## config.mk

```make
export PLATFORM = sky130hd
export DESIGN_NAME = tpu_seq_ctrl
export DESIGN_NICKNAME = d
export VERILOG_FILES = /design/src/rtl/tpu_isa_pkg.sv /design/src/rtl/tpu_seq_imem.sv /design/src/rtl/tpu_seq_ctrl.sv
export SDC_FILE = /design/constraint.sdc
export NUM_CORES = 1
export LEC_CHECK = 0
export ABC_AREA = 1
export CAP_MARGIN = 10
export CORE_MARGIN = 10
export CORE_UTILIZATION = 40
export DETAILED_ROUTE_END_ITERATION = 6
export SYNTH_ARGS = -nofsm -noshare
export SYNTH_HDL_FRONTEND = slang
export SYNTH_SLANG_ARGS = --single-unit
export TNS_END_PERCENT = 10
```

## constraint.sdc

```tcl
create_clock -name clk -period 4.41 [get_ports clk]
set_input_delay 0.882 -clock clk [delete_from_list [all_inputs] [get_ports clk]]
set_output_delay 0.882 -clock clk [all_outputs]
set_load 0.02 [all_outputs]
```

## src/rtl/tpu_isa_pkg.sv

```systemverilog
// tpu_isa_pkg
// Purpose: shared instruction-set definitions for the TPU program sequencer.
//   Holds the opcode and sequencer-state enums, default field geometry of an
//   instruction word, and a small assembler helper used by the datapath and
//   by testbench program builders.
// Ports: none (package).
package tpu_isa_pkg;

  // Default instruction word geometry: opcode in the top OPC bits, operand below.
  localparam int INSTR_W_DEF = 16;
  localparam int OPC_W_DEF   = 3;
  localparam int OPC_MSB_DEF = INSTR_W_DEF - 1;
  localparam int OPC_LSB_DEF = INSTR_W_DEF - OPC_W_DEF;
  localparam int ARG_W_DEF   = INSTR_W_DEF - OPC_W_DEF;
  localparam int ARG_MSB_DEF = ARG_W_DEF - 1;

  typedef enum logic [2:0] {
    OP_HALT        = 3'b000,
    OP_LOAD_ADDR   = 3'b001,
    OP_LOAD_WEIGHT = 3'b010,
    OP_LOAD_INPUTS = 3'b011,
    OP_COMPUTE     = 3'b100,
    OP_STORE       = 3'b101,
    OP_WAIT        = 3'b110,
    OP_ILLEGAL     = 3'b111
  } opcode_t;

  typedef enum logic [1:0] {
    S_IDLE  = 2'b00,
    S_FETCH = 2'b01,
    S_EXEC  = 2'b10,
    S_DONE  = 2'b11
  } seq_state_t;

  // Builds a default-geometry instruction word from an opcode and operand.
  function automatic logic [INSTR_W_DEF-1:0] encode(input opcode_t op,
                                                    input logic [ARG_W_DEF-1:0] arg);
    return {op, arg};
  endfunction

endpackage

```

## src/rtl/tpu_seq_imem.sv

```systemverilog
// tpu_seq_imem
// Purpose: instruction memory for the TPU sequencer. One synchronous write
//   port, one combinational read port. Contents are deliberately not reset so
//   a loaded program survives a sequencer reset.
// Ports:
//   clk    - clock
//   we     - write enable (already qualified by the sequencer state)
//   waddr  - write address
//   wdata  - write data
//   raddr  - read address
//   rdata  - combinational read data
module tpu_seq_imem #(
  parameter int DEPTH = 16,
  parameter int WIDTH = 16,
  parameter int AW    = $clog2(DEPTH)
) (
  input  logic             clk,
  input  logic             we,
  input  logic [AW-1:0]    waddr,
  input  logic [WIDTH-1:0] wdata,
  input  logic [AW-1:0]    raddr,
  output logic [WIDTH-1:0] rdata
);

  logic [WIDTH-1:0] mem [DEPTH];

  always_ff @(posedge clk) begin
    if (we) begin
      mem[waddr] <= wdata;
    end
  end

  assign rdata = mem[raddr];

endmodule

```

## src/rtl/tpu_seq_ctrl.sv

```systemverilog
// tpu_seq_ctrl
// Purpose: program sequencer for the TPU datapath. A host loads the
//   instruction memory while the sequencer is idle, then pulses start; the
//   sequencer fetches and executes words from address 0, driving the
//   systolic-array strobes and the base address register.
// Configuration macro:
//   TPU_SEQ_WAIT_EN - when defined, opcode 110 is WAIT (operand+1 idle EXEC
//                     cycles); when undefined, opcode 110 is illegal.
// Ports:
//   clk, reset      - clock, asynchronous active-high reset
//   start           - run request, honoured only in IDLE or DONE
//   prog_we/addr/data - instruction memory write port (IDLE/DONE only)
//   load_weight, load_input, valid, store - datapath strobes (EXEC only)
//   base_address    - base address register (written by LOAD_ADDR)
//   busy, done      - status: FETCH/EXEC, DONE
//   error           - sticky fault flag (illegal opcode or ran off memory end)
//   pc              - current program counter
module tpu_seq_ctrl
  import tpu_isa_pkg::*;
#(
  parameter int INSTR_W        = INSTR_W_DEF,
  parameter int OPC_W          = OPC_W_DEF,
  parameter int ARG_W          = INSTR_W - OPC_W,
  parameter int IMEM_DEPTH     = 16,
  parameter int PC_W           = $clog2(IMEM_DEPTH),
  parameter int COMPUTE_CYCLES = 6
) (
  input  logic               clk,
  input  logic               reset,
  input  logic               start,
  input  logic               prog_we,
  input  logic [PC_W-1:0]    prog_addr,
  input  logic [INSTR_W-1:0] prog_data,
  output logic               load_weight,
  output logic               load_input,
  output logic               valid,
  output logic               store,
  output logic [ARG_W-1:0]   base_address,
  output logic               busy,
  output logic               done,
  output logic               error,
  output logic [PC_W-1:0]    pc
);

  localparam logic [PC_W-1:0]  LAST_PC  = PC_W'(IMEM_DEPTH - 1);
  localparam logic [ARG_W-1:0] DEF_LAST = ARG_W'(COMPUTE_CYCLES - 1);

  seq_state_t         state;
  logic [INSTR_W-1:0] ir;
  logic [ARG_W-1:0]   cnt;
  logic [INSTR_W-1:0] rd_data;
  logic               mem_we;

  logic [OPC_W-1:0]   opc_bits;
  opcode_t            opc;
  logic [ARG_W-1:0]   arg;
  logic [ARG_W-1:0]   last_cnt;
  logic               op_done;
  logic               illegal;
  logic               exec;

  // Program writes are only accepted while the sequencer is not running.
  assign mem_we = prog_we && ((state == S_IDLE) || (state == S_DONE));

  tpu_seq_imem #(
    .DEPTH (IMEM_DEPTH),
    .WIDTH (INSTR_W),
    .AW    (PC_W)
  ) u_imem (
    .clk   (clk),
    .we    (mem_we),
    .waddr (prog_addr),
    .wdata (prog_data),
    .raddr (pc),
    .rdata (rd_data)
  );

  assign opc_bits = ir[INSTR_W-1 -: OPC_W];
  assign opc      = opcode_t'(opc_bits);
  assign arg      = ir[ARG_W-1:0];
  assign exec     = (state == S_EXEC);

  // Last counter value of the current EXEC; multi-cycle ops share the counter.
  always_comb begin
    last_cnt = '0;
    case (opc)
      OP_COMPUTE: last_cnt = (arg == '0) ? DEF_LAST : (arg - ARG_W'(1));
`ifdef TPU_SEQ_WAIT_EN
      OP_WAIT:    last_cnt = arg;
`endif
      default:    last_cnt = '0;
    endcase
  end

  assign op_done = (cnt == last_cnt);

  always_comb begin
    illegal = 1'b0;
    if (opc == OP_ILLEGAL) illegal = 1'b1;
`ifndef TPU_SEQ_WAIT_EN
    if (opc == OP_WAIT) illegal = 1'b1;
`endif
  end

  // Strobes come straight from the state register and ir, so an asynchronous
  // reset drops them immediately.
  assign load_weight = exec && (opc == OP_LOAD_WEIGHT);
  assign load_input  = exec && (opc == OP_LOAD_INPUTS);
  assign valid       = exec && (opc == OP_COMPUTE);
  assign store       = exec && (opc == OP_STORE);
  assign busy        = (state == S_FETCH) || (state == S_EXEC);
  assign done        = (state == S_DONE);

  // Sequencer FSM: fetch one word, execute it for one or more cycles, then
  // either advance or stop in DONE (HALT, illegal opcode, or end of memory).
  always_ff @(posedge clk or posedge reset) begin
    if (reset) begin
      state        <= S_IDLE;
      pc           <= '0;
      cnt          <= '0;
      ir           <= '0;
      base_address <= '0;
      error        <= 1'b0;
    end else begin
      case (state)
        S_IDLE, S_DONE: begin
          if (start) begin
            state <= S_FETCH;
            pc    <= '0;
            cnt   <= '0;
            error <= 1'b0;
          end
        end
        S_FETCH: begin
          ir    <= rd_data;
          cnt   <= '0;
          state <= S_EXEC;
        end
        S_EXEC: begin
          if (opc == OP_LOAD_ADDR) begin
            base_address <= arg;
          end
          if (opc == OP_HALT) begin
            state <= S_DONE;
          end else if (illegal) begin
            error <= 1'b1;
            state <= S_DONE;
          end else if (!op_done) begin
            cnt <= cnt + ARG_W'(1);
          end else begin
            cnt <= '0;
            if (pc == LAST_PC) begin
              error <= 1'b1;
              state <= S_DONE;
            end else begin
              pc    <= pc + PC_W'(1);
              state <= S_FETCH;
            end
          end
        end
        default: state <= S_IDLE;
      endcase
    end
  end

endmodule

```

==> qor.yml <==
setup_path:
  path_delay_family: "buffers and inverters"
  r2r-start: "ir[0]"
  critical-path-slowest-cell: "clkdlybuf4s50_1"
  cp_max_fo: 9
  reg2reg_depth: 14
  ff2ff_setup_slack_ps: 1630
  cp-start-kind: "flip-flop"
  critical_path_class: "flip-flop to output port"
  worstPathArrival_ps: 2630
  cp-end-kind: "output port"
  crit_buf_inv: 3
  max_stage_delay_ps: 610
  r2r_end: "cnt[12]"
  cp_common_cell: "nor2_1"
  cp_data_required_time_ps: 3530
  path_cells: "inv_1, ha_1, clkinv_2, nor2_1, nand2_1, nor2_1, clkdlybuf4s50_1"
power_and_ir_drop:
  leakage_uw: 0.004990
  vdd_drop_max_mv: 0.3773
  power_density_nw_per_um2: 545.0
final_layout:
  final_util_pct: 46.29
  area_delta_synth_final_pct: 14.75
  stdcell_area_sq_um: 14530
  fin_cells: 1528
  nets: 1135
  antenna_cells: 0
  layout-drive-gt1-share_pct: 9.414
clock_tree:
  insertion_delay_ps: 580
  clock-sinks: 305
  cts_max_path_buffers: 3
  cts_tree: "built"
  postCtsSetupBuffers: 0
  clkTransAtPathRegs_ps: 60
  cts-root-buf: "clkbuf_16"
  cts_buffers: 31
  cts_resized: 0
  holdBufCountCts: 0
  h-tree-depth: 1
yosys:
  synthCells: 1069
  syn_nets: 1100
  yosysTopAreaCellShare_pct: 60.70
  async_flop_share_pct: 16.07
  ys_warn_count: 0
  ys_seq_area_share_pct: 70.38
  yosysMostFrequentCell: "edfxtp_1"
  synth_ff_type: "edfxtp_1"
  yosys_register_bits: 305
  netlist_area_sq_um: 12660
  netlist_top_cells_area: "edfxtp_1 61%, dfrtp_1 9.7%, o21ai_0 6.0%"
  synth_common_cells: "256 x edfxtp_1, 182 x nor2_1, 151 x o21ai_0, 111 x nand2_1, 49 x dfrtp_1"
  yosys.area.top_type: "edfxtp_1"
  synth_edf_count: 256
  ys_types: 37
  postSynthAreaPerCell_sq_um: 11.85
place:
  place_congestion: 0.8338
  place_inst: 1473
  io_buffers: 47
  dp_hpwl_um: 19890
  place_area_sq_um: 13540
global_route:
  grt_pass1_vias: 8042
  grt_pass1_wl_um: 48400
  antenna_found_initial: 1
  gr-usage-met3_pct: 2.852
  grtUsageMet1_pct: 23.23
  grt_max_degree: 81
  grt_overflow_total: 0
  grt_util_met2_pct: 25.13
  grt.busiest_layer: "met2"
  grt_use_total_pct: 16.19
sta:
  finalHoldViolations: 0
  fin_crit_sh_pct: 79.70
  post-route-min-period_ps: 3515
  rsz0062_at_grt: "false"
  fmax_mhz: 284.5
  setup_viol: 0
  fin_hold_ws_ps: 482.1
  worst_pin_slew_ps: 977.3
  setup_tns_ps: 0
  maxSlewHeadroom_pct: 34.77
  finalClockSkew_ps: 9.637
  report.final.slew_viol_count: 0
die:
  die-area_sq_um: 39180
  num_rows: 65
  coreArea_sq_um: 31390
  fp.dieW_um: 197.9
  die_h_um: 197.9
  initial_utilization_pct: 40.34
  io_pins: 48
min_path:
  hold_depth: 2
  min_from: "base_address[9]"
  min_to: "base_address[9]"
  hold_class: "flip-flop to flip-flop"
route:
  wl_per_cell_um: 20.74
  drtIter0Drc: 751
  drc: 0
  drt-pass1-iter-count: 5
  viasPerCell: 5.429
  postRouteAntennaNets: 0
  wirelength_um: 31700
  via_count: 8295
flow_run:
  max-cap-violations: 0
outcome:
  status: "finished clean"
[registers in the layout, indices dropped and copies added (netlist names)]
signal,flops
error,1
base_address,13
cnt,13
ir,16
u_imem.mem,256
state,2
pc,4
[metal layers]
| layer | vias to the layer above | wire [um] |
|---|---|---|
| li1 | 3933 | - |
| met2 | 263 | 14380 |
| met3 | 41 | 2271 |
| met4 | 0 | 581 |
| met1 | 4058 | 14460 |
| met5 | - | 0 |
[power by group]
part           switching (uW)  total [uW]  internal (uW)
Sequential                159        3490           3330
Combinational            1280        1830            549
Clock                    1090        2590           1500
[cells by family (layout without fill, tap and decap cells)]
family	after synthesis	count (layout)	share of synthesized area, %
AND/OR/NAND/NOR	374	374	12.41
flip-flops	305	305	70.38
AO/OA/AOI/OAI	259	259	12.02
buffers and inverters	107	164	3.319
XOR/XNOR	17	17	1.176
adder cells (fa/ha/maj)	7	7	0.6915
[area by class of cell]
| class | instances | area, sq um |
|---|---|---|
| clock buffers | 40 | 829.5 |
| well taps | 402 | 503.0 |
| repair buffers | 57 | 545.5 |
| fillers | 2887 | 16860 |
| clock inverters | 15 | 167.7 |
| flip-flops and latches | 305 | 8919 |
| multi-input cells | 657 | 3371 |
| inverters | 52 | 197.7 |
[metrics by stage]
| step | setup WS [ps] | total power [uW] |
|---|---|---|
| floorplan | 2027 | 4693 |
| global placement | 1365 | 5369 |
| detailed placement | 1294 | 5381 |
| CTS | 853.3 | 7975 |
| global route | 689.4 | 8322 |
| finish | 895.3 | 7920 |
[how the worst max path moves through the flow]
stage,startpoint,endpoint,slack (ps),cells after the start
6_report,state[0],load_weight,900,7
5_1_grt,state[0],load_input,690,7
4_1_cts,state[0],load_weight,850,7
3_5_place_dp,prog_we,u_imem.mem[6][8],1290,5
3_3_place_gp,prog_we,u_imem.mem[4][10],1360,5
2_1_floorplan,state[0],store,2030,5
[cells in the final DEF, fill, tap and decap left out, types with 7 or more instances in the layout]
cell type	Yosys	layout
edfxtp_1	256	256
nor2_1	182	166
o21ai_0	151	151
nand2_1	111	111
dfrtp_1	49	47
clkdlybuf4s50_1	0	47
inv_1	47	45
o22ai_1	39	39
nand3_1	37	37
nor2_2	17	33
clkbuf_16	0	31
o221ai_1	24	24
a21oi_1	17	17
xor2_1	15	15
buf_4	0	10
a32oi_1	9	9
clkinv_1	3	8
nand4_1	8	8
ha_1	7	7
clkbuf_1	46	7
[worst min-delay path, delay by kind of cell, from the launching register on]
kind             cells  cell delay (ps)
AO/OA/AOI/OAI        1               50
flip-flops           1              340
AND/OR/NAND/NOR      1               50
Note: power is estimated with default switching activity, not from simulation.
